$ cat src/rtl/load_extract_unit.sv
// Sequential load path: one aligned doubleword read per request, then low-byte extraction with sign/zero extension.
// Optional WAIT timeout is built only when LOAD_TIMEOUT_EN is defined.
module load_extract_unit #(
   parameter int unsigned TIMEOUT_CYCLES = 16
) (
   input  logic        clk,
   input  logic        rst_n,
   input  logic        req_valid,
   output logic        req_ready,
   input  logic [63:0] req_addr,
   input  logic [1:0]  req_lmt,
   input  logic        req_unsigned,
   output logic        mem_rd_en,
   output logic [63:0] mem_addr,
   input  logic        mem_rvalid,
   input  logic [63:0] mem_rdata,
   output logic        resp_valid,
   input  logic        resp_ready,
   output logic [63:0] resp_data,
   output logic        resp_err
);

   typedef enum logic [1:0] {
      S_IDLE,
      S_REQ,
      S_WAIT,
      S_RESP
   } state_t;

   localparam logic [1:0] LMT_D = 2'b00;
   localparam logic [1:0] LMT_W = 2'b01;
   localparam logic [1:0] LMT_H = 2'b10;
   localparam logic [1:0] LMT_B = 2'b11;

   state_t      state_q, state_d;
   logic [60:0] addr_q, addr_d;
   logic [1:0]  lmt_q, lmt_d;
   logic        uns_q, uns_d;
   logic [63:0] data_q, data_d;

   // Lane select is fixed to the low bytes so loads mirror the store merge exactly.
   function automatic logic [63:0] extract(input logic [63:0] rd,
                                           input logic [1:0]  lmt,
                                           input logic        uns);
      logic [63:0] res;
      case (lmt)
         LMT_D:   res = rd;
         LMT_W:   res = {{32{~uns & rd[31]}}, rd[31:0]};
         LMT_H:   res = {{48{~uns & rd[15]}}, rd[15:0]};
         LMT_B:   res = {{56{~uns & rd[7]}},  rd[7:0]};
         default: res = rd;
      endcase
      return res;
   endfunction

`ifdef LOAD_TIMEOUT_EN
   localparam int CNT_W = (TIMEOUT_CYCLES > 1) ? $clog2(TIMEOUT_CYCLES) : 1;

   logic [CNT_W-1:0] cnt_q, cnt_d;
   logic             err_q, err_d;
   logic             expire;

   // Counter holds the number of WAIT cycles already spent; the last allowed one expires.
   assign expire = (cnt_q == CNT_W'(TIMEOUT_CYCLES - 1));
`endif

   always_ff @(posedge clk or negedge rst_n) begin
      if (!rst_n) begin
         state_q <= S_IDLE;
         addr_q  <= '0;
         lmt_q   <= '0;
         uns_q   <= 1'b0;
         data_q  <= '0;
`ifdef LOAD_TIMEOUT_EN
         cnt_q   <= '0;
         err_q   <= 1'b0;
`endif
      end else begin
         state_q <= state_d;
         addr_q  <= addr_d;
         lmt_q   <= lmt_d;
         uns_q   <= uns_d;
         data_q  <= data_d;
`ifdef LOAD_TIMEOUT_EN
         cnt_q   <= cnt_d;
         err_q   <= err_d;
`endif
      end
   end

   always_comb begin
      state_d = state_q;
      addr_d  = addr_q;
      lmt_d   = lmt_q;
      uns_d   = uns_q;
      data_d  = data_q;
`ifdef LOAD_TIMEOUT_EN
      cnt_d   = cnt_q;
      err_d   = err_q;
`endif
      case (state_q)
         S_IDLE: begin
            if (req_valid) begin
               state_d = S_REQ;
               addr_d  = req_addr[63:3];
               lmt_d   = req_lmt;
               uns_d   = req_unsigned;
            end
         end
         S_REQ: begin
            state_d = S_WAIT;
`ifdef LOAD_TIMEOUT_EN
            cnt_d   = '0;
`endif
         end
         S_WAIT: begin
            if (mem_rvalid) begin
               state_d = S_RESP;
               data_d  = extract(mem_rdata, lmt_q, uns_q);
`ifdef LOAD_TIMEOUT_EN
               err_d   = 1'b0;
            end else if (expire) begin
               state_d = S_RESP;
               data_d  = '0;
               err_d   = 1'b1;
            end else begin
               cnt_d   = cnt_q + 1'b1;
`endif
            end
         end
         S_RESP: begin
            if (resp_ready) begin
               state_d = S_IDLE;
`ifdef LOAD_TIMEOUT_EN
               err_d   = 1'b0;
`endif
            end
         end
         default: state_d = S_IDLE;
      endcase
   end

   assign req_ready  = (state_q == S_IDLE);
   assign mem_rd_en  = (state_q == S_REQ);
   assign mem_addr   = (state_q == S_IDLE) ? 64'd0 : {addr_q, 3'b000};
   assign resp_valid = (state_q == S_RESP);
   assign resp_data  = data_q;

`ifdef LOAD_TIMEOUT_EN
   assign resp_err   = err_q;
`else
   assign resp_err   = 1'b0;
`endif

   // Sub-doubleword address bits and the timeout setting are not needed in every build.
   logic unused_cfg;
   assign unused_cfg = ^req_addr[2:0] ^ (TIMEOUT_CYCLES == 0);

endmodule

$ cat config.mk
export PLATFORM = sky130hd
export DESIGN_NAME = load_extract_unit
export DESIGN_NICKNAME = d
export VERILOG_FILES = /design/src/rtl/load_extract_unit.sv
export SDC_FILE = /design/constraint.sdc
export NUM_CORES = 1
export LEC_CHECK = 0
export ABC_CLOCK_PERIOD_IN_PS = 2800
export BUFFER_PORTS_ARGS = -buffer_cell sky130_fd_sc_hd__buf_4
export CAP_MARGIN = 20
export CORE_ASPECT_RATIO = 0.5
export CORE_MARGIN = 2
export CORE_UTILIZATION = 35
export DETAILED_ROUTE_END_ITERATION = 6
export GPL_ROUTABILITY_DRIVEN = 0
export PLACE_DENSITY = 0.74
export SETUP_SLACK_MARGIN = 0.5
export SLEW_MARGIN = 5
export SYNTH_ARGS = -nofsm -noshare
export SYNTH_HDL_FRONTEND = slang
export SYNTH_SLANG_ARGS = --single-unit
$ cat constraint.sdc
create_clock -name clk -period 2.8 [get_ports clk]
set_input_delay 0.42 -clock clk [delete_from_list [all_inputs] [get_ports clk]]
set_output_delay 0.42 -clock clk [all_outputs]
set_load 0.02 [all_outputs]
==> impl_metrics.toml, run 1 <==
[run_status]
status = "finished clean"

[die]
core-area_um2 = 15700
die-area_um2 = 17500
io_pins = 268
dieWidth_um = 185
start_util_pct = 36.5
chipHeight_um = 94.5
rows = 32

[layout]
stdcell_area_um2 = 8570
layout_common_cells = "buf_4 (272), dfrtp_1 (130), nor2b_1 (77)"
drive_gt1_share_pct = 52.9
areaGrowthSynthToFinish_pct = 49.6
final_common_cell = "buf_4"
multi_input_area_um2 = 2280
regArea_um2 = 3250
fill_cells = 1369
final_net_count = 881
diodes = 0

[min_path]
hold_depth = 2
hold_path_end = "resp_data[0]$_DFFE_PN0P_"
min_path_type = "in2reg"
min_from = "mem_rdata[0]"

[critical_path]
startpoint = "state_q[0]$_DFFE_PN0P_"
crit_fanout = 47
cp_slowest_cell = "dfrtp_1"
worstSetupStartpointType = "register"
r2r-end = "addr_q[13]$_DFFE_PN0P_"
critPathRequiredTime_ns = 2.38
rrSetupSlack_ns = 0.82
reg2reg_from = "state_q[0]$_DFFE_PN0P_"
setup.worst_path.class = "reg2out"
path_cells = "inv_1 > ha_4 > buf_12 > nor2b_1 > buf_4"
rr_worst_depth = 6
cp.arrival_ns = 1.76
crit_family = "buffers and inverters"
slowest_delay_ns = 0.41
cp.buffers_inverters = 3
worstSetupEndpointType = "output pin"

[logic_synthesis]
ys_types = 27
synth_edf_count = 0
synthCells = 479
yosysTopAreaCell = "dfrtp_1"
synthTopCellsByArea = "dfrtp_1 (57%), mux2_2 (14%), nor2b_1 (8.4%)"
async_flop_share_pct = 100
ys.warnings.count = 0
synth_top_area_share_pct = 56.8
yosysSeqAreaShare_pct = 56.8
synth.avg_cell_area_um2 = 12.0
ys.flop_type = "dfrtp_1"
syn_area_um2 = 5730
ys_ff_latch = 130

[sta]
period_needed_ns = 2.18
skew_ns = 0.0124
final_max_slew_viol_count = 0
max_clock_freq_ghz = 0.458
final-setup-viol-count = 0
hold_viol_final = 0
fin_ws_ns = 0.619
relSlewSlack_pct = 51.0
period_share_pct = 77.9
setup_tns_ns = 0
rsz0062_at_grt = "no"
tightest_slew_ns = 0.733

[clocking]
clk_latency_ns = 0.40
cts_tree = "done"
cts.htree.levels = 4
clk_path_buf_depth = 2
cts.clk_slew.worst_paths_ns = 0.06
root_buffer = "clkbuf_16"
cts.sinks = 130
cts_inserted_buffers = 17

[job]
cap_viol_max_count = 0

[detailed_routing]
ant_nets = 0
wl_um = 15200
vias_per_cell = 4.56
wl_per_cell_um = 15.6
via_count = 4446
drtIter0Drc = 231
drc = 0
drtPass1Iterations = 4

[pwr]
seqPwrFrac_pct = 28.5
clockPowerShare_pct = 20.4
p_int_w = 0.00715
vdd_ir_drop_max_mv = 0.567
p_per_area_nw_per_um2 = 1360
p_comb_share_pct = 51.0
power_switching_share_pct = 38.7
switching_power_w = 0.00451
power.leakage_nw = 4.01
finalPower_w = 0.0117

[placement]
hpwl_um = 10600
dp_slack_ns = 0.796
portBuffers = 260
post_dp_cell_area_um2 = 7870

[grt]
grt_pass1_vias = 4600
grt_start_max_net_pins = 66
overflow = 0
grt_use_total_pct = 17.3
grt_first_pass_wirelength_um = 23500
grt_antenna_before_repair = 0
-- synth_stat cells, drive strengths merged, types with 5 or more instances --
cell type and count:
dfrtp 130, buf 23, a31oi 32, o22a 16, a21oi 9, mux2 73
inv 6, clkbuf 14, nand2 42, nor2 42, nor2b 77, ha 5
-- per-stage QoR --
step / utilization, % / std cells / hold slack [ns]
after floorplan: - / 482 / 0.124
after global placement: 50.1 / 935 / 0.344
after detailed placement: 50.1 / 935 / 0.354
after CTS: 54.3 / 968 / 0.233
after global routing: 54.6 / 974 / 0.229
final: 54.6 / 974 / 0.250
-- metal layers --
| metal | track usage [%] | wire (um) |
|---|---|---|
| met1 | 19.3 | 5950 |
| met2 | 33.0 | 8320 |
| met3 | 3.74 | 638 |
| met4 | 6.22 | 269 |
| met5 | 0 | 0 |
-- how the worst max path moves through the flow --
stage / end / slack, ns / cells after the start
global route: mem_addr[56] / 0.52 / 5
detailed placement: addr_q[13]$_DFFE_PN0P_ / 0.80 / 5
CTS: mem_addr[56] / 0.51 / 5
finish: mem_addr[56] / 0.62 / 5
floorplan: mem_addr[10] / 0.93 / 5
global placement: mem_addr[54] / 0.84 / 5
-- sequential cells by signal (all words and copies together) (netlist names) --
name       flops
uns_q          1
resp_data     64
lmt_q          2
addr_q        61
state_q        2
-- logic make-up after synthesis --
family	count (synthesis)	synth area share [%]
and+or+nand+nor	163	14.3
DFF	130	56.8
muxes	74	14.5
AOI/OAI and AO/OA	63	9.26
buffers and inverters	43	3.98
adders and majority gates	5	1.09
other	1	0.0655
-- repair_timing --
item,CTS,global route
endpoints found under the hold margin,35,0
gates resized for setup,1,0
setup endpoints to repair,47,47
pin swaps,0,1
buffers inserted,0,6
hold buffers,1,0
-- power by group through the flow --
stage | logic, W | clock network [W] | registers [W]
detailed placement | 0.00593 | 0 | 0.00336
global placement | 0.00582 | 0 | 0.00330
global route | 0.00638 | 0.00254 | 0.00346
CTS | 0.00596 | 0.00245 | 0.00334
floorplan | 0.00309 | 0 | 0.00384
finish | 0.00595 | 0.00238 | 0.00333
-- layout make-up --
cell class | instances | area share, %
multi-input cells | 309 | 26.6
clock inverters | 13 | 2.15
well taps | 221 | 3.23
clock buffers | 19 | 5.29
repair buffers | 276 | 24.5
flip-flops and latches | 130 | 38.0
inverters | 6 | 0.263
Power figures use the tool's default switching activity.
==> inputs of run 2 (changes only) <==
ABC_AREA = 1   (was default)
ABC_CLOCK_PERIOD_IN_PS = 2100   (was 2800)
clock period = 2.1 ns   (was 2.8 ns; I/O delays follow)
==> run 2 against run 1 <==
First-iteration DRC count is 17% higher. Largest cell class unchanged. Wire length is 41% higher. Setup slack worse by 0.43 ns. Cell count is 29% higher. Worst hold slack worse by 0.16 ns. Sequential share of layout area is 6.3 points lower. Global-route usage is 2.7 points higher. Count of clock-buffer cells in the layout is 1 higher. Non-clock buffer count is 37 higher. Critical path depth is 1 higher.
==> impl_metrics.toml, run 2 <==
[logic_synthesis]
synthCells = 724
ys_types = 21
async_flop_share_pct = 100
yosysTopAreaCell = "dfrtp_1"
synth.most_common_cell = "nor2_1"
syn_area_um2 = 5850
synthTopCellsByArea = "dfrtp_1 (56%), nor2_1 (16%), a21oi_1 (6.7%)"
yosysSeqAreaShare_pct = 55.6
synth.avg_cell_area_um2 = 8.08
ys_ff_latch = 130
synth_common_cells = "nor2_1 (250), dfrtp_1 (130), a21oi_1 (78)"
synth_edf_count = 0
synth_top_area_share_pct = 55.6
ys.flop_type = "dfrtp_1"
ys.warnings.count = 0

[die]
die-area_um2 = 17800
chipHeight_um = 95.4
dieWidth_um = 187
io_pins = 268
rows = 33
start_util_pct = 35.8
core-area_um2 = 16400

[clocking]
cts.sinks = 130
root_buffer = "clkbuf_16"
cts_inserted_buffers = 17
clk_latency_ns = 0.42
cts_tree = "done"
cts.htree.levels = 4
cts.clk_slew.worst_paths_ns = 0.06
clk_path_buf_depth = 2

[sta]
max_clock_freq_ghz = 0.523
hold_viol_final = 0
skew_ns = 0.00550
fin_ws_ns = 0.187
rsz0062_at_grt = "yes"
final_max_slew_viol_count = 0
period_needed_ns = 1.91
period_share_pct = 91.1
final-setup-viol-count = 0
setup_tns_ns = 0

[detailed_routing]
drtPass1Iterations = 4
wl_um = 21400
ant_nets = 0
via_count = 6045
drtIter0Drc = 271
wl_per_cell_um = 17.1
drc = 0
vias_per_cell = 4.82

[pwr]
p_per_area_nw_per_um2 = 1890
finalPower_w = 0.0194
vdd_ir_drop_max_mv = 1.06
power.leakage_nw = 5.06

[grt]
grt_most_used_layer = "met2"
grt_use_met3_pct = 4.45
grt_antenna_before_repair = 0
grt_use_total_pct = 20.0
grt_pass1_vias = 5591
grt_start_max_net_pins = 64
met2_usage_pct = 35.7
overflow = 0
grt_first_pass_wirelength_um = 27900
grtUsageMet1_pct = 23.3

[critical_path]
setup.worst_path.class = "reg2out"
worstSetupStartpointType = "register"
cp.depth = 6
startpoint = "state_q[1]$_DFFE_PN0P_"
crit_fanout = 5
r2r-end = "addr_q[19]$_DFFE_PN0P_"
crit_path_end = "mem_addr[45]"
slowest_delay_ns = 0.38
cp_slowest_cell = "dfrtp_1"
rrSetupSlack_ns = 0.42
worstSetupEndpointType = "output pin"
rr_worst_depth = 8
path_cells = "inv_2 > ha_4 > buf_8 > clkbuf_16 > nor2_4 > buf_6"
critPathRequiredTime_ns = 1.78
cp.arrival_ns = 1.60
cp.buffers_inverters = 4
reg2reg_from = "state_q[1]$_DFFE_PN0P_"
crit_family = "buffers and inverters"

[placement]
hpwl_um = 11300
portBuffers = 260
dp_slack_ns = 0.322
post_dp_cell_area_um2 = 8280

[layout]
layout_common_cells = "buf_4 (218), nor2_1 (184), dfrtp_1 (130)"
final_net_count = 1154
diodes = 0
stdcell_area_um2 = 10300
final_common_cell = "buf_4"
drive_gt1_share_pct = 42.1
areaGrowthSynthToFinish_pct = 75.7
largest_reg_flops = 64
fill_cells = 1305

[min_path]
min_path_type = "in2reg"

[job]
cap_viol_max_count = 0

[run_status]
status = "finished clean"
==> run 2: changes by cell type after synthesis, moves of 4 or more <==
| cell | delta |
|---|---|
| a21oi_1 | +70 |
| a31oi_2 | -10 |
| buf_1 | +6 |
| buf_2 | +4 |
| buf_4 | +4 |
| inv_1 | +64 |
| inv_2 | +4 |
| mux2_2 | -72 |
| nand2_1 | +27 |
| nand3_1 | +32 |
| nor2_1 | +208 |
| nor2b_1 | -77 |
| o22a_1 | -16 |
==> run 2: worst min-delay path by stage <==
stage / start / end / slack (ns) / cells past startpoint
2_1_floorplan: rst_n / addr_q[0]$_DFFE_PN0P_ / 0.02 / 0
3_3_place_gp: rst_n / resp_data[47]$_DFFE_PN0P_ / 0.31 / 1
3_5_place_dp: rst_n / resp_data[47]$_DFFE_PN0P_ / 0.31 / 1
4_1_cts: mem_rdata[5] / resp_data[5]$_DFFE_PN0P_ / 0.08 / 3
5_1_grt: mem_rdata[4] / resp_data[4]$_DFFE_PN0P_ / 0.08 / 3
6_report: mem_rdata[6] / resp_data[6]$_DFFE_PN0P_ / 0.09 / 3
==> run 2: worst min-delay path: stages <==
cell     delay [ns]
buf_4          0.08
nand2_1        0.04
nand2_1        0.05
==> run 2: cell type report <==
cell class	instances	area [um^2]	share of cell area, %
timing repair buffer	313	3160	30.7
clock buffer	20	467	4.54
inverter	74	290	2.83
clock inverter	12	179	1.74
timing repair inverter	1	8.76	0.0852
sequential	130	3250	31.7
tap	227	284	2.76
multi-input combinational	476	2640	25.6
==> run 2: cell families after synthesis <==
family,count (synthesis),share of synthesized area (%)
fa+ha+maj,5,1.07
compound gates,106,9.63
other cells,1,0.0641
mux,1,0.192
buf+inv,125,9.37
simple gates,356,24.1
flops,130,55.6
==> run 2: what timing repair did <==
item | 4_1_cts | 5_1_grt
gates resized for setup | 59 | 75
hold endpoints to repair | 32 | 0
gates cloned | 9 | 19
pin swaps | 19 | 31
hold buffers | 1 | 0
buffers inserted | 13 | 4
setup endpoints to repair | 145 | 174
==> run 2: power by group <==
part	switching [W]	internal (W)	total (W)
clock	0.00116	0.00209	0.00325
combinational	0.00654	0.00538	0.0119
sequential	0.000544	0.00374	0.00428
==> run 2: routing by layer <==
layer,vias to the layer above,wire [um]
li1,2835,-
met1,2895,8500
met2,245,10900
met3,70,1170
met4,0,862
met5,-,0
==> run 2: stage by stage <==
stage	util (%)	cells	hold WS [ns]
after floorplan	-	727	0.0194
after global placement	50.7	1175	0.307
after detailed placement	50.7	1175	0.306
after CTS	58.3	1230	0.0756
after global routing	62.8	1253	0.0788
final	62.8	1253	0.0943
==> inputs of run 3 (changes only) <==
ABC_CLOCK_PERIOD_IN_PS = default   (was 2100)
CORE_UTILIZATION = 43   (was 35)
PLACE_DENSITY = 0.88   (was 0.74)
clock period = 1.7 ns   (was 2.1 ns; I/O delays follow)
==> run 3 against run 2 <==
The run now ends with setup timing left. Setup slack worse by 0.36 ns. Clock power is 14% higher. Critical endpoint is now mem_addr[9]. Wire length is 0.31% higher. Register-to-register slack worse by 0.44 ns. Worst hold slack worse by 0.047 ns. Sequential cell count did not move.
==> impl_metrics.toml, run 3 (synthesis results as in run 2) <==
[layout]
multi_input_area_um2 = 2950
stdcell_area_um2 = 10500
diodes = 0
final_net_count = 1166
fill_cells = 803
layout_common_cells = "buf_4 (242), nor2_1 (159), dfrtp_1 (130)"
final_common_cell = "buf_4"
fin_cells = 1211
largest_reg_flops = 64
drive_gt1_share_pct = 49.0
areaGrowthSynthToFinish_pct = 80.0
regArea_um2 = 3250

[die]
chipHeight_um = 86.5
start_util_pct = 43.7
io_pins = 268
dieWidth_um = 169
core-area_um2 = 13400
die-area_um2 = 14600
rows = 30

[detailed_routing]
via_count = 6178
vias_per_cell = 5.10
ant_nets = 0
wl_per_cell_um = 17.7
drtPass1Iterations = 5
drtIter0Drc = 447
wl_um = 21500
drc = 0

[sta]
rsz0062_at_grt = "yes"
period_share_pct = 110
hold_viol_final = 0
fin_ws_ns = -0.169
period_needed_ns = 1.87
setup_tns_ns = -7.99
final-setup-viol-count = 66
skew_ns = 0.00936
max_clock_freq_ghz = 0.535
final_max_slew_viol_count = 0

[critical_path]
cp.arrival_ns = 1.61
worstSetupEndpointType = "output pin"
cp_slowest_cell = "dfrtp_1"
crit_fanout = 5
rrSetupSlack_ns = -0.02
critPathRequiredTime_ns = 1.44
path_cells = "inv_2 > ha_4 > buf_6 > buf_12 > buf_16 > nor2_4 > buf_6"
slowest_delay_ns = 0.37
cp_common_cell = "buf_6"
setup.worst_path.class = "reg2out"
worstSetupStartpointType = "register"

[grt]
grt_start_max_net_pins = 42
grt_pass1_vias = 6351
overflow = 0
grt_use_total_pct = 28.6
grt_antenna_before_repair = 0
grt_first_pass_wirelength_um = 32400

[job]
cap_viol_max_count = 0

[placement]
post_dp_cell_area_um2 = 8680
dpl.cell_count = 1134
portBuffers = 260
hpwl_um = 11900

[clocking]
clk_path_buf_depth = 2
root_buffer = "clkbuf_16"
cts.clk_slew.worst_paths_ns = 0.06
cts.htree.levels = 4
clk_latency_ns = 0.40
cts.sinks = 130
cts_tree = "done"
cts_inserted_buffers = 17

[pwr]
p_per_area_nw_per_um2 = 2320
power.leakage_nw = 5.17
vdd_ir_drop_max_mv = 1.00

[run_status]
status = "finished, violations left"
violations = "setup timing"

[min_path]
min_path_type = "in2reg"
[run 3: cell types whose count changed in the layout (fill, tap and decap cells not counted), sizes merged]
cell	before	now
clkinv	5	3
inv	75	74
clkbuf	33	26
clkinvlp	3	0
bufbuf	0	1
buf	299	321
bufinv	4	3
[run 3: final timing paths]
| path | startpoint | end | depth (start not counted) |
|---|---|---|---|
| worst max register to register | state_q[0]$_DFFE_PN0P_ | addr_q[11]$_DFFE_PN0P_ | 8 |
| max in group asynchronous | rst_n | addr_q[30]$_DFFE_PN0P_ | 3 |
| min in group asynchronous | rst_n | addr_q[15]$_DFFE_PN0P_ | 2 |
| worst min register to register | resp_data[1]$_DFFE_PN0P_ | resp_data[1]$_DFFE_PN0P_ | 2 |
| worst min-delay path | mem_rdata[1] | resp_data[1]$_DFFE_PN0P_ | 3 |
| worst max-delay path | state_q[0]$_DFFE_PN0P_ | mem_addr[9] | 7 |
[run 3: stage by stage]
stage	hold WS, ns	setup WS [ns]	utilization (%)	total power, W
after floorplan	-0.0406	0.330	-	0.0135
after global placement	0.196	0.199	64.7	0.0171
after detailed placement	0.208	0.160	64.7	0.0175
after CTS	0.0411	-0.149	76.6	0.0237
after global routing	0.0455	-0.220	78.6	0.0257
final	0.0474	-0.169	78.6	0.0244
[run 3: cell type report]
type	instances	share of cell area [%]
inverters	74	2.71
flip-flops and latches	130	30.9
well taps	176	2.09
multi-input cells	476	28.0
clock buffers	23	4.54
repair buffers	326	30.7
clock inverters	6	0.998
[run 3: critical path: cells and delay by family (launching register included)]
family                   cells  cell delay, ns
buffers and inverters        5            0.56
flip-flops                   1            0.37
adder cells (fa/ha/maj)      1            0.19
AND/OR/NAND/NOR              1            0.08
[run 3: power by group]
| part | internal, W | switching [W] |
|---|---|---|
| sequential | 0.00462 | 0.000793 |
| combinational | 0.00689 | 0.00841 |
| clock | 0.00239 | 0.00130 |
| total | 0.0139 | 0.0105 |
[run 3: what timing repair did]
action,in CTS,in global routing
hold endpoints to repair,36,0
gates resized for setup,90,41
endpoints found under the setup margin,233,258
buffers inserted,19,5
hold buffers,1,0
gates cloned,20,3
pin swaps,7,50
[run 3: metal layers]
| metal | GRT usage [%] | vias up | share of wire (%) |
|---|---|---|---|
| met5 | 0 | - | 0 |
| met4 | 13.8 | 0 | 3.9 |
| met3 | 6.03 | 78 | 6.1 |
| met2 | 51.0 | 281 | 52 |
| met1 | 33.6 | 2959 | 38 |
| li1 | - | 2860 | - |
